===== config.mk =====
export PLATFORM = sky130hd
export DESIGN_NAME = pwm_move_seq
export DESIGN_NICKNAME = d
export VERILOG_FILES = /design/src/rtl/pwm_move_seq.sv
export SDC_FILE = /design/constraint.sdc
export NUM_CORES = 1
export LEC_CHECK = 0
export BUFFER_PORTS_ARGS = -buffer_cell sky130_fd_sc_hd__buf_2
export CAP_MARGIN = 20
export CORE_MARGIN = 2
export CORE_UTILIZATION = 55
export CTS_BUF_LIST = sky130_fd_sc_hd__clkbuf_8
export DETAILED_ROUTE_END_ITERATION = 7
export PLACE_DENSITY = 0.78
export SYNTH_ARGS = -nofsm -noshare
export SYNTH_HDL_FRONTEND = slang
export SYNTH_SLANG_ARGS = --single-unit
export TNS_END_PERCENT = 5

===== constraint.sdc =====
create_clock -name clk -period 10.3 [get_ports clk]
set_clock_uncertainty 0.1 [all_clocks]
set_input_delay 2.06 -clock clk [delete_from_list [all_inputs] [get_ports clk]]
set_output_delay 2.06 -clock clk [all_outputs]
set_load 0.01 [all_outputs]

===== src/rtl/pwm_move_seq.sv =====
// Servo move sequencer. Commands are queued in a small FIFO. Each move writes the
// channel duty register over the cs/addr/wr/rd bus, reads the value back and
// compares it, then holds for the requested number of cycles.
//
//  state   | meaning
//  --------+------------------------------------------------
//  S_IDLE  | waiting for a queued command; pops head when present
//  S_CHK   | validate channel number
//  S_WRITE | cs/wr strobe with duty on d_in
//  S_READ  | cs/rd strobe for readback
//  S_CMP   | compare d_out to written duty
//  S_HOLD  | count down hold time before next move
module pwm_move_seq #(
    parameter int         NCH        = 2,
    parameter logic [7:0] DUTY_BASE  = 8'h04,
    parameter int         FIFO_DEPTH = 4,
    parameter int         HOLD_W     = 16
) (
    input  logic              clk,
    input  logic              rst,
    input  logic              cmd_valid,
    output logic              cmd_ready,
    input  logic [2:0]        cmd_ch,
    input  logic [31:0]       cmd_duty,
    input  logic [HOLD_W-1:0] cmd_hold,
    output logic              cs,
    output logic [7:0]        addr,
    output logic              wr,
    output logic              rd,
    output logic [31:0]       d_in,
    input  logic [31:0]       d_out,
    output logic              busy,
    output logic              move_done,
    output logic              err
);

    localparam int PW = $clog2(FIFO_DEPTH);
    localparam int EW = 3 + 32 + HOLD_W;
    localparam logic [PW:0] DEPTH_C = (PW+1)'(FIFO_DEPTH);
    localparam logic [3:0]  NCH_C   = 4'(NCH);

    typedef enum logic [2:0] {S_IDLE, S_CHK, S_WRITE, S_READ, S_CMP, S_HOLD} state_t;

    state_t            state_q, state_d;
    logic [EW-1:0]     mem_q [FIFO_DEPTH];
    logic [EW-1:0]     mem_d [FIFO_DEPTH];
    logic [PW-1:0]     wr_ptr_q, wr_ptr_d, rd_ptr_q, rd_ptr_d;
    logic [PW:0]       count_q, count_d;
    logic [2:0]        ch_q, ch_d;
    logic [31:0]       duty_q, duty_d;
    logic [HOLD_W-1:0] hold_q, hold_d, cnt_q, cnt_d;
    logic              cs_q, cs_d, wr_q, wr_d, rd_q, rd_d;
    logic [7:0]        addr_q, addr_d;
    logic [31:0]       din_q, din_d;
    logic              done_q, done_d, err_q, err_d;
    logic              push, pop, full;
    logic [EW-1:0]     head;
    logic [7:0]        bus_addr;

    assign full      = (count_q == DEPTH_C);
    assign cmd_ready = ~full;
    assign push      = cmd_valid & ~full;
    assign pop       = (state_q == S_IDLE) && (count_q != '0);
    assign head      = mem_q[rd_ptr_q];
    assign bus_addr  = DUTY_BASE + {5'd0, ch_q};

    // FIFO storage, pointers and occupancy
    always_comb begin
        mem_d    = mem_q;
        wr_ptr_d = wr_ptr_q;
        rd_ptr_d = rd_ptr_q;
        count_d  = count_q;
        if (push) begin
            mem_d[wr_ptr_q] = {cmd_ch, cmd_duty, cmd_hold};
            wr_ptr_d        = wr_ptr_q + PW'(1);
        end
        if (pop) rd_ptr_d = rd_ptr_q + PW'(1);
        case ({push, pop})
            2'b10:   count_d = count_q + (PW+1)'(1);
            2'b01:   count_d = count_q - (PW+1)'(1);
            default: count_d = count_q;
        endcase
    end

    // Move FSM next state; bus outputs are computed for the state being entered
    always_comb begin
        state_d = state_q;
        ch_d    = ch_q;
        duty_d  = duty_q;
        hold_d  = hold_q;
        cnt_d   = cnt_q;
        cs_d    = 1'b0;
        wr_d    = 1'b0;
        rd_d    = 1'b0;
        addr_d  = addr_q;
        din_d   = din_q;
        done_d  = 1'b0;
        err_d   = err_q;
        case (state_q)
            S_IDLE: begin
                if (pop) begin
                    ch_d    = head[EW-1 -: 3];
                    duty_d  = head[HOLD_W +: 32];
                    hold_d  = head[HOLD_W-1:0];
                    state_d = S_CHK;
                end
            end
            S_CHK: begin
                if ({1'b0, ch_q} >= NCH_C) begin
                    err_d   = 1'b1;
                    done_d  = 1'b1;
                    state_d = S_IDLE;
                end else begin
                    cs_d    = 1'b1;
                    wr_d    = 1'b1;
                    addr_d  = bus_addr;
                    din_d   = duty_q;
                    state_d = S_WRITE;
                end
            end
            S_WRITE: begin
                cs_d    = 1'b1;
                rd_d    = 1'b1;
                addr_d  = bus_addr;
                state_d = S_READ;
            end
            S_READ: state_d = S_CMP;
            S_CMP: begin
                if (d_out != duty_q) begin
                    err_d   = 1'b1;
                    done_d  = 1'b1;
                    state_d = S_IDLE;
                end else if (hold_q == '0) begin
                    done_d  = 1'b1;
                    state_d = S_IDLE;
                end else begin
                    cnt_d   = hold_q;
                    state_d = S_HOLD;
                end
            end
            S_HOLD: begin
                if (cnt_q != '0) cnt_d = cnt_q - HOLD_W'(1);
                if (cnt_q <= HOLD_W'(1)) begin
                    done_d  = 1'b1;
                    state_d = S_IDLE;
                end
            end
            default: state_d = S_IDLE;
        endcase
    end

    // State, FIFO and registered bus outputs
    always_ff @(posedge clk or posedge rst) begin
        if (rst) begin
            state_q  <= S_IDLE;
            for (int i = 0; i < FIFO_DEPTH; i++) mem_q[i] <= '0;
            wr_ptr_q <= '0;
            rd_ptr_q <= '0;
            count_q  <= '0;
            ch_q     <= '0;
            duty_q   <= '0;
            hold_q   <= '0;
            cnt_q    <= '0;
            cs_q     <= 1'b0;
            wr_q     <= 1'b0;
            rd_q     <= 1'b0;
            addr_q   <= '0;
            din_q    <= '0;
            done_q   <= 1'b0;
            err_q    <= 1'b0;
        end else begin
            state_q  <= state_d;
            mem_q    <= mem_d;
            wr_ptr_q <= wr_ptr_d;
            rd_ptr_q <= rd_ptr_d;
            count_q  <= count_d;
            ch_q     <= ch_d;
            duty_q   <= duty_d;
            hold_q   <= hold_d;
            cnt_q    <= cnt_d;
            cs_q     <= cs_d;
            wr_q     <= wr_d;
            rd_q     <= rd_d;
            addr_q   <= addr_d;
            din_q    <= din_d;
            done_q   <= done_d;
            err_q    <= err_d;
        end
    end

    assign cs        = cs_q;
    assign wr        = wr_q;
    assign rd        = rd_q;
    assign addr      = addr_q;
    assign d_in      = din_q;
    assign move_done = done_q;
    assign err       = err_q;
    assign busy      = (state_q != S_IDLE);

endmodule


==> metrics.md, run 1 <==
| Metric | Value |
|---|---|
| Cell at the root of the clock tree | `sky130_fd_sc_hd__clkbuf_8` |
| Area growth, synth to finish | `13.9%` |
| Max_slew headroom | `38.5%` |
| Maximum number of pins on one net before global-route repair | `161` |
| Placeable core area | `roughly 25000 µm²` |
| Clk_lat worst skew | `0.58 ns` |
| Area after DPL | `around 15000 µm²` |
| Worst endpoint required time | `10.65 ns` |
| Count of fill cells added during filler insertion | `1847` |
| TritonCTS clock tree | `done` |
| Final setup violation count | `0` |
| Peak Freq | `226 MHz` |
| RSZ-0062 raised after global routing | `false` |
| Core Util, Final | `64.0%` |
| Main flop type after synthesis | `sky130_fd_sc_hd__dfrtp_1` |
| Final design area excluding fillers | `16100 µm²` |
| Largest voltage drop on the vdd net | `128 µV` |
| Classification of the worst setup path | `in -> reg` |
| Number of enable-type register cells in the synthesized netlist | `0` |
| Arrival @ worst endpoint | `4.78 ns` |
| Ys async rst share | `between 90% and 100%` |
| Main combinational cell family by area after synthesis | `multiplexers` |
| Post-synthesis instance total | `934` |
| Worst-margin pin slew | `around 0.92 ns` |
| Status | `finished clean` |
| Fraction of the mapped netlist area in compound gates | `2.96%` |
| Vias in the first global route | `8863` |
| Synthesized area | `14100 µm²` |
| Xor and xnor fraction of the mapped netlist area | `2.35%` |
| Sinks on the clock net | `322` |
| Count of input and output buffers | `between 100 and 150` |
| Register area share after synthesis | `57.0%` |
| Fraction of synthesized area in multiplexers | `31.4%` |
| Endpoint kind of the worst setup timing path | `flop` |
| Setup TNS Final | `0 ns` |
| Num CTS Buffers | `53` |
| Path length in cells of the critical path | `7` |
| Commonest cells after routing, fill and taps aside | `320 x sky130_fd_sc_hd__dfrtp_1, 290 x sky130_fd_sc_hd__mux2_2, 128 x sky130_fd_sc_hd__buf_2` |
| Overall routing resource usage | `22.6%` |
| Placed wire-length estimate | `~18000 µm` |
| Period utilization | `between 40% and 50%` |
| Drt first pass iters | `7` |
| DIE AREA | `27000 µm²` |
| DR DRC count | `0` |
| Clock slew seen by the registers of the worst setup and hold paths | `roughly 0.050 ns` |
| CP cell instances | `buf_2, xor2_1, nor4_1, nand4_1, or4_1, and2_4, o22a_1` |
| Post-CTS setup repair buffer count | `0` |
| Number of buffer and inverter stages on the critical path | `1` |
| Final Critical Period | `4.43 ns` |
| Starting Density | `56.2%` |
| Commonest non-fill, non-tap cell in the layout | `sky130_fd_sc_hd__dfrtp_1` |
| Global-route wire length before repair | `47400 µm` |
| Number of cells on the worst hold path | `1` |
| Warning count from the yosys run | `0` |
| Number of DRC violations after detailed-routing iteration 0 | `563` |
| Area occupied by registers | `8070 µm²` |
| Ports | `133` |
| Delay-heaviest family, CP | `simple AND/OR/NAND/NOR gates` |
| Ratio of cells with drive above 1 in the final layout | `51.0%` |
| Simple-gate share of the synthesized area | `3.42%` |
| Crit start category | `input pin` |
| Final estimated routing congestion in global placement | `just over 0.8` |
| Number of nets in the finished design | `roughly 1200` |
| Critical Path Slowest Stage Cell | `sky130_fd_sc_hd__or4_1` |
| Final Hold Violating Endpoints | `0` |
| Average wire length per cell after detail routing | `20.1 µm` |
| Post-Synthesis Mean Instance Area | `15.1 µm²` |
| Tightest Hold Check Type | `reg -> reg` |
| Via count | `8368` |
| Total power density per cell area | `238 nW/µm²` |
| #FFs+latches synth | `roughly 320` |
| Standby leakage power | `7.41 nW` |
| Delay of the slowest cell on the worst path | `0.90 ns` |
| Share of synthesized cell area in full adder, half adder and majority cells | `less than 1%` |
| Count of cells along the worst register-to-register path | `6` |
| Number of rows in the core area | `58` |
| Via-per-instance ratio | `5.78` |
| Multi-input gate area | `5830 µm²` |
| Max Fanout on Critical Path | `18` |
| Post-detailed-routing wire length | `a little under 30000 µm` |
| Maximum capacitance violations | `0` |
| Die W | `164 µm` |
| Overall overflow remaining after global route | `0` |
| Number of pins exceeding their max-slew limit in the final report | `0` |
| Number of antenna violations at the first check in global routing | `4` |
| Maximum number of buffers from clock root to sink | `3` |
| Die height | `about 160 µm` |
| Number of H-tree levels | `2` |
| Cts-stage hold buffer count | `0` |
| PostCTS Resize Cnt | `0` |
| Number of routed nets with antenna violations | `0` |
| Number of distinct library cells after synthesis | `47` |
-- Yosys cell counts (2+ instances only) --
master / number / area, µm²
sky130_fd_sc_hd__a21oi_1: 19 / 95.1
sky130_fd_sc_hd__a31oi_1: 9 / 56.3
sky130_fd_sc_hd__a41oi_1: 2 / 17.5
sky130_fd_sc_hd__and2_1: 2 / 12.5
sky130_fd_sc_hd__buf_1: 26 / 97.6
sky130_fd_sc_hd__buf_2: 2 / 10.0
sky130_fd_sc_hd__buf_4: 5 / 37.5
sky130_fd_sc_hd__buf_6: 2 / 22.5
sky130_fd_sc_hd__clkbuf_1: 22 / 82.6
sky130_fd_sc_hd__dfrtp_1: 322 / 8060
sky130_fd_sc_hd__ha_1: 8 / 100
sky130_fd_sc_hd__inv_1: 11 / 41.3
sky130_fd_sc_hd__mux2_2: 290 / 3270
sky130_fd_sc_hd__mux2i_1: 2 / 20.0
sky130_fd_sc_hd__mux4_2: 51 / 1150
sky130_fd_sc_hd__nand2_1: 11 / 41.3
sky130_fd_sc_hd__nand3_1: 5 / 25.0
sky130_fd_sc_hd__nand4_1: 6 / 37.5
sky130_fd_sc_hd__nor2_1: 29 / 109
sky130_fd_sc_hd__nor3_1: 9 / 45.0
sky130_fd_sc_hd__nor4_1: 12 / 75.1
sky130_fd_sc_hd__o211ai_1: 6 / 45.0
sky130_fd_sc_hd__o21ai_0: 6 / 30.0
sky130_fd_sc_hd__o22a_1: 8 / 70.1
sky130_fd_sc_hd__o311a_1: 2 / 20.0
sky130_fd_sc_hd__or2_2: 4 / 25.0
sky130_fd_sc_hd__or3_1: 5 / 31.3
sky130_fd_sc_hd__or4_1: 3 / 22.5
sky130_fd_sc_hd__xnor2_1: 19 / 166
sky130_fd_sc_hd__xor2_1: 19 / 166
-- power by group --
group | switching (mW) | internal (mW) | leakage [nW]
logic | 0.321 | 0.572 | 2.80
clock network | 0.493 | 0.554 | 0.606
registers | 0.199 | 1.69 | 4.01
-- stage by stage --
step	instances	power, mW	hold WS, ns	setup WS, ns
2_1_floorplan	937	2.58	0.373	3.85
3_3_place_gp	1350	2.75	0.381	5.38
3_5_place_dp	1350	2.81	0.388	5.36
4_1_cts	1444	3.87	0.401	5.97
5_1_grt	1444	4.04	0.409	5.89
6_report	1447	3.83	0.399	5.87
-- cells by family (layout without fill, tap and decap cells) --
family          count (synthesis)  after routing
compound gates                 60             60
fa+ha+maj                       9              9
other cells                     1              7
simple gates                   93             93
mux                           343            343
buf+inv                        68            245
flops                         322            322
xor+xnor                       38             38
-- routing by layer --
layer | global-route usage [%] | wire [µm] | vias up
met2 | 35.6 | 13900 | 224
met3 | 4.97 | 1680 | 46
met1 | 31.8 | 12900 | 4363
met4 | 7.14 | 609 | 2
met5 | 0 | 7 | -
li1 | - | - | 3733
-- registers in the layout (all words and copies together) (netlist names), 2 cells and up --
signal,count
hold_q,16
state_q,3
ch_q,3
duty_q,32
rd_ptr_q,2
addr,4
mem_q,204
count_q,3
cnt_q,16
d_in,32
wr_ptr_q,2
-- final cells by class --
type / count / share of cell area [%]
antenna: 3 / 0.0466
clock buffer: 63 / 5.38
clock inverter: 31 / 0.893
inverter: 11 / 0.280
multi-input combinational: 547 / 36.2
sequential: 322 / 50.1
tap: 330 / 2.56
timing repair buffer: 140 / 4.61
-- worst paths after layout --
kind                                        startpoint                    end  slack (ns)
max in group asynchronous                          rst  hold_q[7]$_DFFE_PP0P_        7.16
worst min register to register   mem_q[18]$_DFFE_PP0P_  mem_q[18]$_DFFE_PP0P_        0.40
min in group asynchronous                          rst    d_in[9]$_DFFE_PP0P_        1.57
worst max register to register  duty_q[11]$_DFFE_PP0P_  cnt_q[14]$_DFFE_PP0P_        7.03
worst min-delay path             mem_q[18]$_DFFE_PP0P_  mem_q[18]$_DFFE_PP0P_        0.40
worst max-delay path                         d_out[11]  cnt_q[14]$_DFFE_PP0P_        5.87
No activity file was read; power rests on OpenSTA's default activity.
==> inputs of run 2 (changes only) <==
==> constraint.sdc (replaced) <==
create_clock -name clk -period 4.01 [get_ports clk]
set_clock_uncertainty 0.1 [all_clocks]
set_input_delay 0.802 -clock clk [delete_from_list [all_inputs] [get_ports clk]]
set_output_delay 0.802 -clock clk [all_outputs]
set_load 0.01 [all_outputs]
==> run 2 against run 1 <==
Compared with the run above: total power grew to 2.5 times the previous value; critical path type is now reg -> reg; register-to-register slack worse by 5.7 ns; largest power group unchanged; combinational power grew to 2.6 times the previous value; critical path depth is 1 higher; clock power is 140% higher; cell count hardly changed; utilization is 0.079 points higher.
==> metrics.md, run 2 (synthesis gave the netlist of run 1 again) <==
| Metric | Value |
|---|---|
| Largest register by flop count | `mem_q` |
| Max_slew headroom | `41.0%` |
| Worst endpoint required time | `4.35 ns` |
| RSZ-0062 raised after global routing | `false` |
| Core Util, Final | `between 60 and 70%` |
| Number of routed nets with antenna violations | `0` |
| Classification of the worst setup path | `reg -> reg` |
| Delay of the slowest cell on the worst path | `between 0.6 and 0.7 ns` |
| Ratio of cells with drive above 1 in the final layout | `approximately half` |
| TritonCTS clock tree | `done` |
| Global-route wire length before repair | `between 40000 and 50000 µm` |
| Number of buffer and inverter stages on the critical path | `2` |
| Sinks on the clock net | `322` |
| Final Critical Period | `2.69 ns` |
| Max Fanout on Critical Path | `8` |
| Final estimated routing congestion in global placement | `0.774` |
| Dpl ws | `between 0.8 and 0.9 ns` |
| Period utilization | `between 60 and 70%` |
| Peak Freq | `372 MHz` |
| Largest register FFs | `204` |
| Final setup violation count | `0` |
| Number of antenna violations at the first check in global routing | `4` |
| Die height | `164 µm` |
| Count of input and output buffers | `128` |
| Maximum number of buffers from clock root to sink | `3` |
| Via-per-instance ratio | `~5.8` |
| Starting Density | `about 56%` |
| Number of pins exceeding their max-slew limit in the final report | `0` |
| Largest voltage drop on the vdd net | `299 µV` |
| CP cell instances | `xor2_1, nor4_1, buf_4, nand4_1, or4_1, buf_4, a22oi_1, o22ai_1` |
| Average wire length per cell after detail routing | `around 20 µm` |
| Placed wire-length estimate | `18900 µm` |
| Post-CTS setup repair buffer count | `0` |
| Num CTS Buffers | `52` |
| CP most frequent cell | `sky130_fd_sc_hd__buf_4` |
| PostCTS Resize Cnt | `0` |
| Drt first pass iters | `4` |
| Clk_lat worst skew | `0.58 ns` |
| Overall overflow remaining after global route | `0` |
| Number of DRC violations after detailed-routing iteration 0 | `about 600` |
| Setup TNS Final | `0 ns` |
| Maximum number of pins on one net before global-route repair | `92` |
| Post-route non-filler standard cell count | `roughly 1400` |
| Area after DPL | `approximately 15000 µm²` |
| Vias in the first global route | `a little under 9000` |
| Tightest Hold Check Type | `in -> async` |
| Cell at the root of the clock tree | `sky130_fd_sc_hd__clkbuf_8` |
| Area growth, synth to finish | `14.1%` |
| Count of fill cells added during filler insertion | `1861` |
| Cts-stage hold buffer count | `0` |
| Commonest cells after routing, fill and taps aside | `320 x sky130_fd_sc_hd__dfrtp_1, 290 x sky130_fd_sc_hd__mux2_2, 128 x sky130_fd_sc_hd__buf_2` |
| Placed Instances | `1359` |
| Number of rows in the core area | `58` |
| Die W | `164 µm` |
| Tot Pwr | `slightly below 10 mW` |
| Final design area excluding fillers | `16100 µm²` |
| DR DRC count | `0` |
| Critical Path Slowest Stage Cell | `sky130_fd_sc_hd__or4_1` |
| Post-layout worst setup margin | `1.32 ns` |
| Number of nets in the finished design | `1178` |
| Endpoint kind of the worst setup timing path | `flop` |
| Standby leakage power | `between 7 and 8 nW` |
| Overall routing resource usage | `22.4%` |
| Total power density per cell area | `598 nW/µm²` |
| Met1 Resource Use GR | `31.5%` |
| DIE AREA | `27000 µm²` |
| Arrival @ worst endpoint | `3.02 ns` |
| Post-detailed-routing wire length | `29200 µm` |
| Global-route met2 utilization | `35.8%` |
| Status | `finished clean` |
| Worst-margin pin slew | `0.884 ns` |
| Most utilized layer in the global route result | `met2` |
| Reg-to-reg slack, setup | `1.32 ns` |
| Via count | `8339` |
| Ports | `133` |
| Crit start category | `flop` |
| Clock slew seen by the registers of the worst setup and hold paths | `~0.06 ns` |
| Commonest non-fill, non-tap cell in the layout | `sky130_fd_sc_hd__dfrtp_1` |
| Maximum capacitance violations | `0` |
| Post-route worst hold slack | `0.239 ns` |
| Met3 GRT Util | `4.97%` |
| Placeable core area | `~25000 µm²` |
| Number of H-tree levels | `2` |
| Delay-heaviest family, CP | `simple AND/OR/NAND/NOR gates` |
| Final Hold Violating Endpoints | `0` |
-- run 2: cell count changes in the layout (fill, tap and decap cells not counted), sizes merged --
| cell | delta |
|---|---|
| buf | +9 |
| clkbuf | -7 |
| clkinv | -6 |
| diode | +2 |
| inv | +2 |
| clkinvlp | +1 |
-- run 2: path summary, 6_finish.rpt --
check / startpoint / to / cells past startpoint
worst max-delay path: duty_q[11]$_DFFE_PP0P_ / cnt_q[0]$_DFFE_PP0P_ / 8
worst min-delay path: rst / mem_q[142]$_DFFE_PP0P_ / 2
worst max register to register: duty_q[11]$_DFFE_PP0P_ / cnt_q[0]$_DFFE_PP0P_ / 8
worst min register to register: d_in[16]$_DFFE_PP0P_ / d_in[16]$_DFFE_PP0P_ / 1
max in group asynchronous: rst / rd_ptr_q[1]$_DFFE_PP0P_ / 3
min in group clk: cmd_duty[22] / mem_q[140]$_DFFE_PP0P_ / 2
-- run 2: routing by layer --
metal,wire length [µm],vias up
met4,353,2
met3,1550,37
met1,13200,4381
met5,11,-
met2,14100,190
li1,-,3729
-- run 2: report_power, final --
part	switching, mW	internal, mW
clock	1.20	1.27
combinational	0.830	1.50
sequential	0.512	4.34
total	2.54	7.11
-- run 2: area by class of cell --
cell class / count / area, µm² / share of cell area (%)
diodes: 5 / 12.5 / 0.0776
well taps: 330 / 413 / 2.56
inverters: 11 / 45.0 / 0.279
clock buffers: 56 / 771 / 4.78
repair buffers: 149 / 873 / 5.41
flip-flops and latches: 322 / 8070 / 50.0
multi-input cells: 547 / 5830 / 36.1
clock inverters: 28 / 125 / 0.776
-- run 2: worst register-to-register path, cell delays in order, from the launching register on --
cell	delay [ns]
sky130_fd_sc_hd__dfrtp_1	0.40
sky130_fd_sc_hd__xor2_1	0.17
sky130_fd_sc_hd__nor4_1	0.34
sky130_fd_sc_hd__buf_4	0.20
sky130_fd_sc_hd__nand4_1	0.20
sky130_fd_sc_hd__or4_1	0.65
sky130_fd_sc_hd__buf_4	0.20
sky130_fd_sc_hd__a22oi_1	0.18
sky130_fd_sc_hd__o22ai_1	0.11
